===== config.mk =====
export PLATFORM = sky130hd
export DESIGN_NAME = apb_slot_ctrl
export DESIGN_NICKNAME = d
export VERILOG_FILES = /design/src/rtl/apb_slot_ctrl.sv
export SDC_FILE = /design/constraint.sdc
export NUM_CORES = 1
export LEC_CHECK = 0
export CAP_MARGIN = 30
export CORE_AREA = 2 2 108 110
export DETAILED_ROUTE_END_ITERATION = 10
export DIE_AREA = 0 0 110 112
export GPL_TIMING_DRIVEN = 0
export HOLD_SLACK_MARGIN = 0.05
export SYNTH_ARGS = -nofsm -noshare
export SYNTH_HDL_FRONTEND = slang
export SYNTH_SLANG_ARGS = --single-unit

===== constraint.sdc =====
create_clock -name FAB_CLK -period 2.5 [get_ports FAB_CLK]
set_clock_uncertainty 0.15 [all_clocks]
set_input_delay 0.5 -clock FAB_CLK [delete_from_list [all_inputs] [get_ports FAB_CLK]]
set_output_delay 0.5 -clock FAB_CLK [all_outputs]
set_load 0.01 [all_outputs]

===== src/rtl/apb_slot_ctrl.sv =====
// APB3 bridge from the MSS master to four slot slaves chosen by a 2-bit address field.
// Optional per-transfer wait timeout with sticky status: define APB_SLOT_TIMEOUT_EN.
module apb_slot_ctrl #(
    parameter int SLOT_LSB  = 8,
    parameter int TO_CYCLES = 16
) (
    input  logic                FAB_CLK,
    input  logic                M2F_RESET_N,
    input  logic                MSSPSEL,
    input  logic                MSSPENABLE,
    input  logic                MSSPWRITE,
    input  logic [19:0]         MSSPADDR,
    input  logic [31:0]         MSSPWDATA,
    output logic [31:0]         MSSPRDATA,
    output logic                MSSPREADY,
    output logic                MSSPSLVERR,
    input  logic [3:0]          SLOT_EN,
    output logic [3:0]          S_PSEL,
    output logic                S_PENABLE,
    output logic                S_PWRITE,
    output logic [SLOT_LSB-1:0] S_PADDR,
    output logic [31:0]         S_PWDATA,
    input  logic [127:0]        S_PRDATA,
    input  logic [3:0]          S_PREADY,
    input  logic [3:0]          S_PSLVERR,
    input  logic                TIMEOUT_CLR,
    output logic                TIMEOUT_IRQ,
    output logic [1:0]          LAST_TO_SLOT
);

    typedef enum logic [1:0] {IDLE, SETUP, ACCESS, ERR} state_t;

    state_t      state_reg;
    state_t      state_next;
    logic [1:0]  slot;
    logic        slot_on;
    logic        slot_ready;
    logic        to_hit;
    logic [31:0] slot_rdata [4];

    assign slot       = MSSPADDR[SLOT_LSB+1:SLOT_LSB];
    assign slot_on    = SLOT_EN[slot];
    assign slot_ready = S_PREADY[slot];

    assign S_PENABLE = MSSPENABLE;
    assign S_PWRITE  = MSSPWRITE;
    assign S_PADDR   = MSSPADDR[SLOT_LSB-1:0];
    assign S_PWDATA  = MSSPWDATA;

    // Select is decoded straight from the master bus; reset and ERR both force it low.
    genvar gi;
    generate
        for (gi = 0; gi < 4; gi++) begin : g_slot
            assign slot_rdata[gi] = S_PRDATA[32*gi +: 32];
            assign S_PSEL[gi] = M2F_RESET_N && MSSPSEL && SLOT_EN[gi]
                                && (state_reg != ERR) && (slot == 2'(gi));
        end
    endgenerate

    always_ff @(posedge FAB_CLK or negedge M2F_RESET_N) begin
        if (!M2F_RESET_N) begin
            state_reg <= IDLE;
        end else begin
            state_reg <= state_next;
        end
    end

    always_comb begin
        state_next = state_reg;
        MSSPREADY  = 1'b0;
        MSSPSLVERR = 1'b0;
        MSSPRDATA  = '0;
        case (state_reg)
            IDLE: begin
                if (MSSPSEL && !MSSPENABLE) state_next = SETUP;
            end
            SETUP: begin
                if (MSSPENABLE)    state_next = ACCESS;
                else if (!MSSPSEL) state_next = IDLE;
            end
            ACCESS: begin
                if (!slot_on) begin
                    MSSPREADY  = 1'b1;
                    MSSPSLVERR = 1'b1;
                    state_next = IDLE;
                end else begin
                    MSSPREADY  = slot_ready;
                    MSSPSLVERR = S_PSLVERR[slot];
                    MSSPRDATA  = slot_rdata[slot];
                    // A slave answering on the threshold cycle still completes normally.
                    if (slot_ready)  state_next = IDLE;
                    else if (to_hit) state_next = ERR;
                end
            end
            ERR: begin
                MSSPREADY  = 1'b1;
                MSSPSLVERR = 1'b1;
                state_next = IDLE;
            end
            default: state_next = IDLE;
        endcase
    end

`ifdef APB_SLOT_TIMEOUT_EN
    localparam logic [7:0] TO_LAST = 8'(TO_CYCLES - 1);

    logic [7:0] cnt_reg;
    logic [7:0] cnt_next;
    logic       irq_reg;
    logic       irq_next;
    logic [1:0] last_reg;
    logic [1:0] last_next;
    logic       unused_addr;

    assign unused_addr = ^MSSPADDR[19:SLOT_LSB+2];
    assign to_hit = (state_reg == ACCESS) && slot_on && !slot_ready && (cnt_reg == TO_LAST);

    always_ff @(posedge FAB_CLK or negedge M2F_RESET_N) begin
        if (!M2F_RESET_N) begin
            cnt_reg  <= '0;
            irq_reg  <= 1'b0;
            last_reg <= '0;
        end else begin
            cnt_reg  <= cnt_next;
            irq_reg  <= irq_next;
            last_reg <= last_next;
        end
    end

    // A timeout event outranks a simultaneous clear of the sticky flag.
    always_comb begin
        cnt_next  = cnt_reg;
        irq_next  = irq_reg;
        last_next = last_reg;
        if (state_reg == IDLE && state_next == SETUP) begin
            cnt_next = '0;
        end else if (state_reg == ACCESS && slot_on && !slot_ready && !to_hit) begin
            cnt_next = cnt_reg + 8'd1;
        end
        if (to_hit) begin
            irq_next  = 1'b1;
            last_next = slot;
        end else if (TIMEOUT_CLR) begin
            irq_next = 1'b0;
        end
    end

    assign TIMEOUT_IRQ  = irq_reg;
    assign LAST_TO_SLOT = last_reg;
`else
    logic unused_bits;

    assign unused_bits  = ^{MSSPADDR[19:SLOT_LSB+2], TIMEOUT_CLR};
    assign to_hit       = 1'b0;
    assign TIMEOUT_IRQ  = 1'b0;
    assign LAST_TO_SLOT = 2'd0;
`endif

endmodule


Word-level counts from Yosys, hierarchy flattened. Index checks and enable logic that the tools add are counted.

Add/sub/neg operators: 0. Multipliers: 0. Divide/modulo/power cells: 0. Order comparisons: 2. Equal/unequal tests: 10. Shift operators: 0. Mux-type cells: 21. Bitwise gates (word level): 1. Reduce and logical (&&, ||, !) cells: 18.

Operators by type and width (number): $mux W32 (4); $bmux W32 S2 (1); $logic_and A1 B1 Y1 (14); $mux W2 (5); $eq A2 B2 Y1 const B (4); $pmux W2 S4 (1); $bmux W1 S2 (3); $ne A3 B3 Y1 const B (2); $mux W1 (5); $eq A2 B1 Y1 const B (2); $logic_not A2 Y1 (2); $ne A2 B2 Y1 const B (2); $pmux W1 S2 (2); $ge A3 B3 Y1 const B (1); $lt A2 B3 Y1 const B (1); $not A2 Y3 (1); $reduce_and A3 Y1 (1); $logic_not A1 Y1 (1).

Flip-flop bits (word level): 2. Latch bits: 0. Memory bits (writable): 0. Memory bits (read-only): 0. Input bits: 198. Output and inout port bits: 83. Word-level logic and storage cells: 53. Memories: 0.

Longest topological paths before layout.
Word-level depth: 6. Gate-level depth with buffers: 5. Mapped depth without buffers: 3.

Worst setup path after synthesis. OpenSTA, ideal clock, no wires.

Path kind: input to output. From: input MSSPADDR[8]. To: output MSSPRDATA[10]. Data arrival time: 1470 ps. Data required time: 1850 ps. Slack: 380 ps. Cell stages on the path: 5. Buffers on the path: 2. Cells stage by stage: buf_2 > nor2_1 > a22oi_4 > buf_4 > nor3b_1.

Word-level cells in the longest chain between the ends: 6. Elaborated cells on any way between the ends: 8. Those cells by class: 7 x mux; 1 x bitwise.

RTL lines: start: declaration (RTL line 12) `input logic [19:0] MSSPADDR,`; $not A2 Y3 (not written as such) (RTL line 89) `MSSPRDATA = slot_rdata[slot];`; $bmux W32 S2 (RTL line 89); $mux W32 (not written as such) (2 in a row) (RTL line 89); $mux W32 * (RTL line 82) `if (!slot_on) begin`; $mux W32 * (RTL line 73) `case (state_reg)`; end: declaration (RTL line 14) `output logic [31:0] MSSPRDATA,`.

Every way passes the cells marked *; elsewhere a longest branch is shown, timed or not. The select of a mux whose other input is x is not followed.

Final worst setup path.
From: input S_PRDATA[116]. To: output MSSPRDATA[20].

Word-level cells in the longest chain between the ends: 5.

RTL lines: start: declaration (RTL line 23) `input logic [127:0] S_PRDATA,`; $bmux W32 S2 (RTL line 89); $mux W32 (not written as such) (2 in a row) (RTL line 89); $mux W32 (RTL line 82); $mux W32 (RTL line 73).

Every way passes these cells. The select of a mux whose other input is x is not followed.

==> results.json <==
{
  "status": "completed",
  "ys_ff_latch": 2,
  "syn_avg_cell_area_um2": 11.4,
  "grt_usage_pct": 12.5,
  "clkTransAtPathRegs_ns": 0.03,
  "max_freq_mhz": 405,
  "synthCells": 148,
  "die_h_um": 112,
  "slew_headroom_pct": 66.0,
  "path_depth": 4,
  "hpwl_mm": 6.84,
  "start_util_pct": 15.1,
  "startpoint": "S_PRDATA[116]",
  "rr_worst_depth": 6,
  "gp_congestion": 0.741,
  "numPortBuffers": 224,
  "grt_max_degree": 11,
  "hold_viol_final": 0,
  "r2r-end": "state_reg[1]",
  "cts_hold_buf": 0,
  "io_pins": 281,
  "path_class": "primary input to output pin",
  "fin_cells": 528,
  "yosysTopAreaCellShare_pct": 45.4,
  "internal_power_mw": 0.719,
  "comb_power_share_pct": 70.6,
  "finalSetupViolations": 0,
  "tns_ns": 0,
  "drt_iter0_drc": 58,
  "cpPeakStageDelay_ns": 0.46,
  "drc": 0,
  "crit_required_ns": 1.85,
  "antenna_cells": 0,
  "grt_pass1_vias": 2448,
  "grt_overflow": 0,
  "largest_reg_flops": 2,
  "p_sw_mw": 0.238,
  "p_seq_share_pct": 3.9,
  "reg2reg_from": "state_reg[0]",
  "drive_above_1_share_pct": 36.1,
  "syn2layout_area_growth_pct": 153,
  "path_cells": "clkdlybuf4s50_1 > mux4_2 > nor3b_2 > dlygate4sd2_1",
  "crit_buf_inv": 2,
  "synth.cell_area_mm2": 0.00169,
  "worstPathMaxFanout": 1,
  "clkSinkCount": 2,
  "clk_path_buf_depth": 2,
  "setup_ws_ns": 0.0336,
  "die_area_mm2": 0.0123,
  "nFillCells": 1111,
  "worst_pin_slew_ns": 0.509,
  "critPathSlowestCell": "mux4_2",
  "cpLargestDelayFamily": "buffers and inverters",
  "grt_first_pass_wirelength_mm": 11.9,
  "via_per_inst": 4.14,
  "die_w_um": 110,
  "antenna_found_initial": 0,
  "dpl.cell_count": 517,
  "dp_slack_ns": -0.834,
  "endpoint_kind": "output pin",
  "antenna_left": 0,
  "hp-class": "primary input to async pin",
  "ir_worst_vdd_uv": 288,
  "final_core_util_pct": 38.1,
  "drt_wl_total_mm": 8.18,
  "yosysWarningCount": 0,
  "numCtsBuffers": 3,
  "synthTopCellsByArea": "mux4_2 45%, buf_4 21%, nor3b_1 11%, nor3b_2 6.7%, dfrtp_1 3.0%",
  "rows": 39,
  "drtPass1Iterations": 4,
  "fin_crit_sh_pct": 98.7,
  "powerDensity_mw_per_mm2": 225,
  "pwr-share-clk_pct": 25.5,
  "p_leak_nw": 1.71,
  "maxCapViolCount": 0,
  "crit_end": "MSSPRDATA[20]",
  "rsz0062_at_grt": "yes",
  "cp.arrival_ns": 1.82,
  "htree_levels": 1,
  "rrSetupSlack_ns": 0.86,
  "synth_top_area_cell": "mux4_2",
  "min_period_ns": 2.47,
  "vias": 2185,
  "nets": 585,
  "wl_per_cell_um": 15.5,
  "tritoncts": "yes",
  "clk_latency_ns": 0.22,
  "clock-root-buffer": "clkbuf_16",
  "finalMaxSlewViolations": 0,
  "postPlaceCellArea_mm2": 0.00412,
  "synth.yosys.seq_area_share_pct": 2.97,
  "final_cell_area_mm2": 0.00426,
  "p_sw_share_pct": 24.9,
  "core_area_mm2": 0.0112,
  "synth_cell_types": 22,
  "start_kind": "primary input"
}
[per-layer routing]
layer / track usage, % / share of wire, % / wire length [µm] / vias to the layer above
met1: 12.9 / 35 / 2850 / 1023
met4: 3.12 / 0.93 / 76 / 0
met5: 0 / 0 / 0 / -
met2: 24.9 / 53 / 4350 / 150
met3: 2.17 / 11 / 902 / 6
li1: - / - / - / 1006
[stage by stage]
step / total power [mW] / hold WS (ns)
after detailed placement: 0.679 / 0.380
after floorplan: 0.315 / 0.0544
after global routing: 1.01 / 0.0816
after global placement: 0.671 / 0.378
after CTS: 0.969 / 0.0776
final: 0.958 / 0.0688
[cell usage after synthesis]
library cell and count:
a22oi_4 1, and2b_1 1, buf_2 4, buf_4 48, buf_6 3, buf_8 1
clkbuf_1 3, clkinv_1 1, conb_1 1, dfrtp_1 2, mux2_2 2, mux4_2 34
nand2_1 3, nand3_1 2, nand4_1 1, nor2_1 2, nor3_1 1, nor3b_1 25
nor3b_2 9, nor4b_1 1, o21a_1 2, o31ai_1 1
[what timing repair did]
action                                  CTS  global route
buffers inserted                          8             0
hold endpoints to repair                  0             0
pin swaps                                 1             0
endpoints found under the setup margin   38            34
resized for setup                        85            44
[logic make-up after synthesis]
| logic type | Yosys count | share of synthesized area, % |
|---|---|---|
| multiplexers | 36 | 46.7 |
| AO/OA/AOI/OAI | 4 | 2.60 |
| flip-flops | 2 | 2.97 |
| other | 1 | 0.222 |
| buffers and inverters | 60 | 26.3 |
| AND/OR/NAND/NOR | 45 | 21.1 |
[power by group through the flow]
stage | clock network [mW] | registers [mW] | logic [mW]
final | 0.244 | 0.0378 | 0.676
after global routing | 0.252 | 0.0381 | 0.721
after CTS | 0.248 | 0.0372 | 0.684
after detailed placement | 0 | 0.0374 | 0.642
after global placement | 0 | 0.0374 | 0.634
after floorplan | 0 | 0.0367 | 0.278
[how the worst min path moves through the flow]
| stage | startpoint | to | slack, ns | cells after the start |
|---|---|---|---|---|
| floorplan | M2F_RESET_N | state_reg[0] | 0.05 | 0 |
| global route | M2F_RESET_N | state_reg[1] | 0.08 | 1 |
| finish | M2F_RESET_N | state_reg[1] | 0.07 | 1 |
| detailed placement | state_reg[1] | state_reg[0] | 0.38 | 1 |
| global placement | state_reg[1] | state_reg[0] | 0.38 | 1 |
| CTS | M2F_RESET_N | state_reg[1] | 0.08 | 1 |
[layout by cell type (no fill, tap or decap), drive strengths merged]
| cell type | synthesis | final |
|---|---|---|
| nor4b | 1 | 1 |
| a22oi | 1 | 1 |
| nor3 | 1 | 1 |
| nand2 | 3 | 3 |
| buf | 56 | 66 |
| o21a | 2 | 2 |
| dfrtp | 2 | 2 |
| and2b | 1 | 1 |
| o31ai | 1 | 1 |
| dlygate4sd2 | 0 | 14 |
| mux2 | 2 | 2 |
| clkdlybuf4s50 | 0 | 181 |
| clkinvlp | 0 | 1 |
| nor3b | 34 | 34 |
| clkbuf | 3 | 23 |
| nor2 | 2 | 2 |
| dlymetal6s2s | 0 | 1 |
| nand4 | 1 | 1 |
| clkdlybuf4s15 | 0 | 9 |
| conb | 1 | 3 |
| mux4 | 34 | 34 |
| nand3 | 2 | 2 |
[cell type report]
cell class | count | area [µm²] | area share [%]
Timing Repair Buffer | 232 | 2250 | 52.8
Multi-Input combinational cell | 88 | 1220 | 28.6
Buffer | 59 | 482 | 11.3
Tap cell | 143 | 179 | 4.20
Clock buffer | 3 | 75.1 | 1.76
Sequential cell | 2 | 50.0 | 1.17
Inverter | 1 | 7.51 | 0.176
No activity file was read; power rests on OpenSTA's default activity.
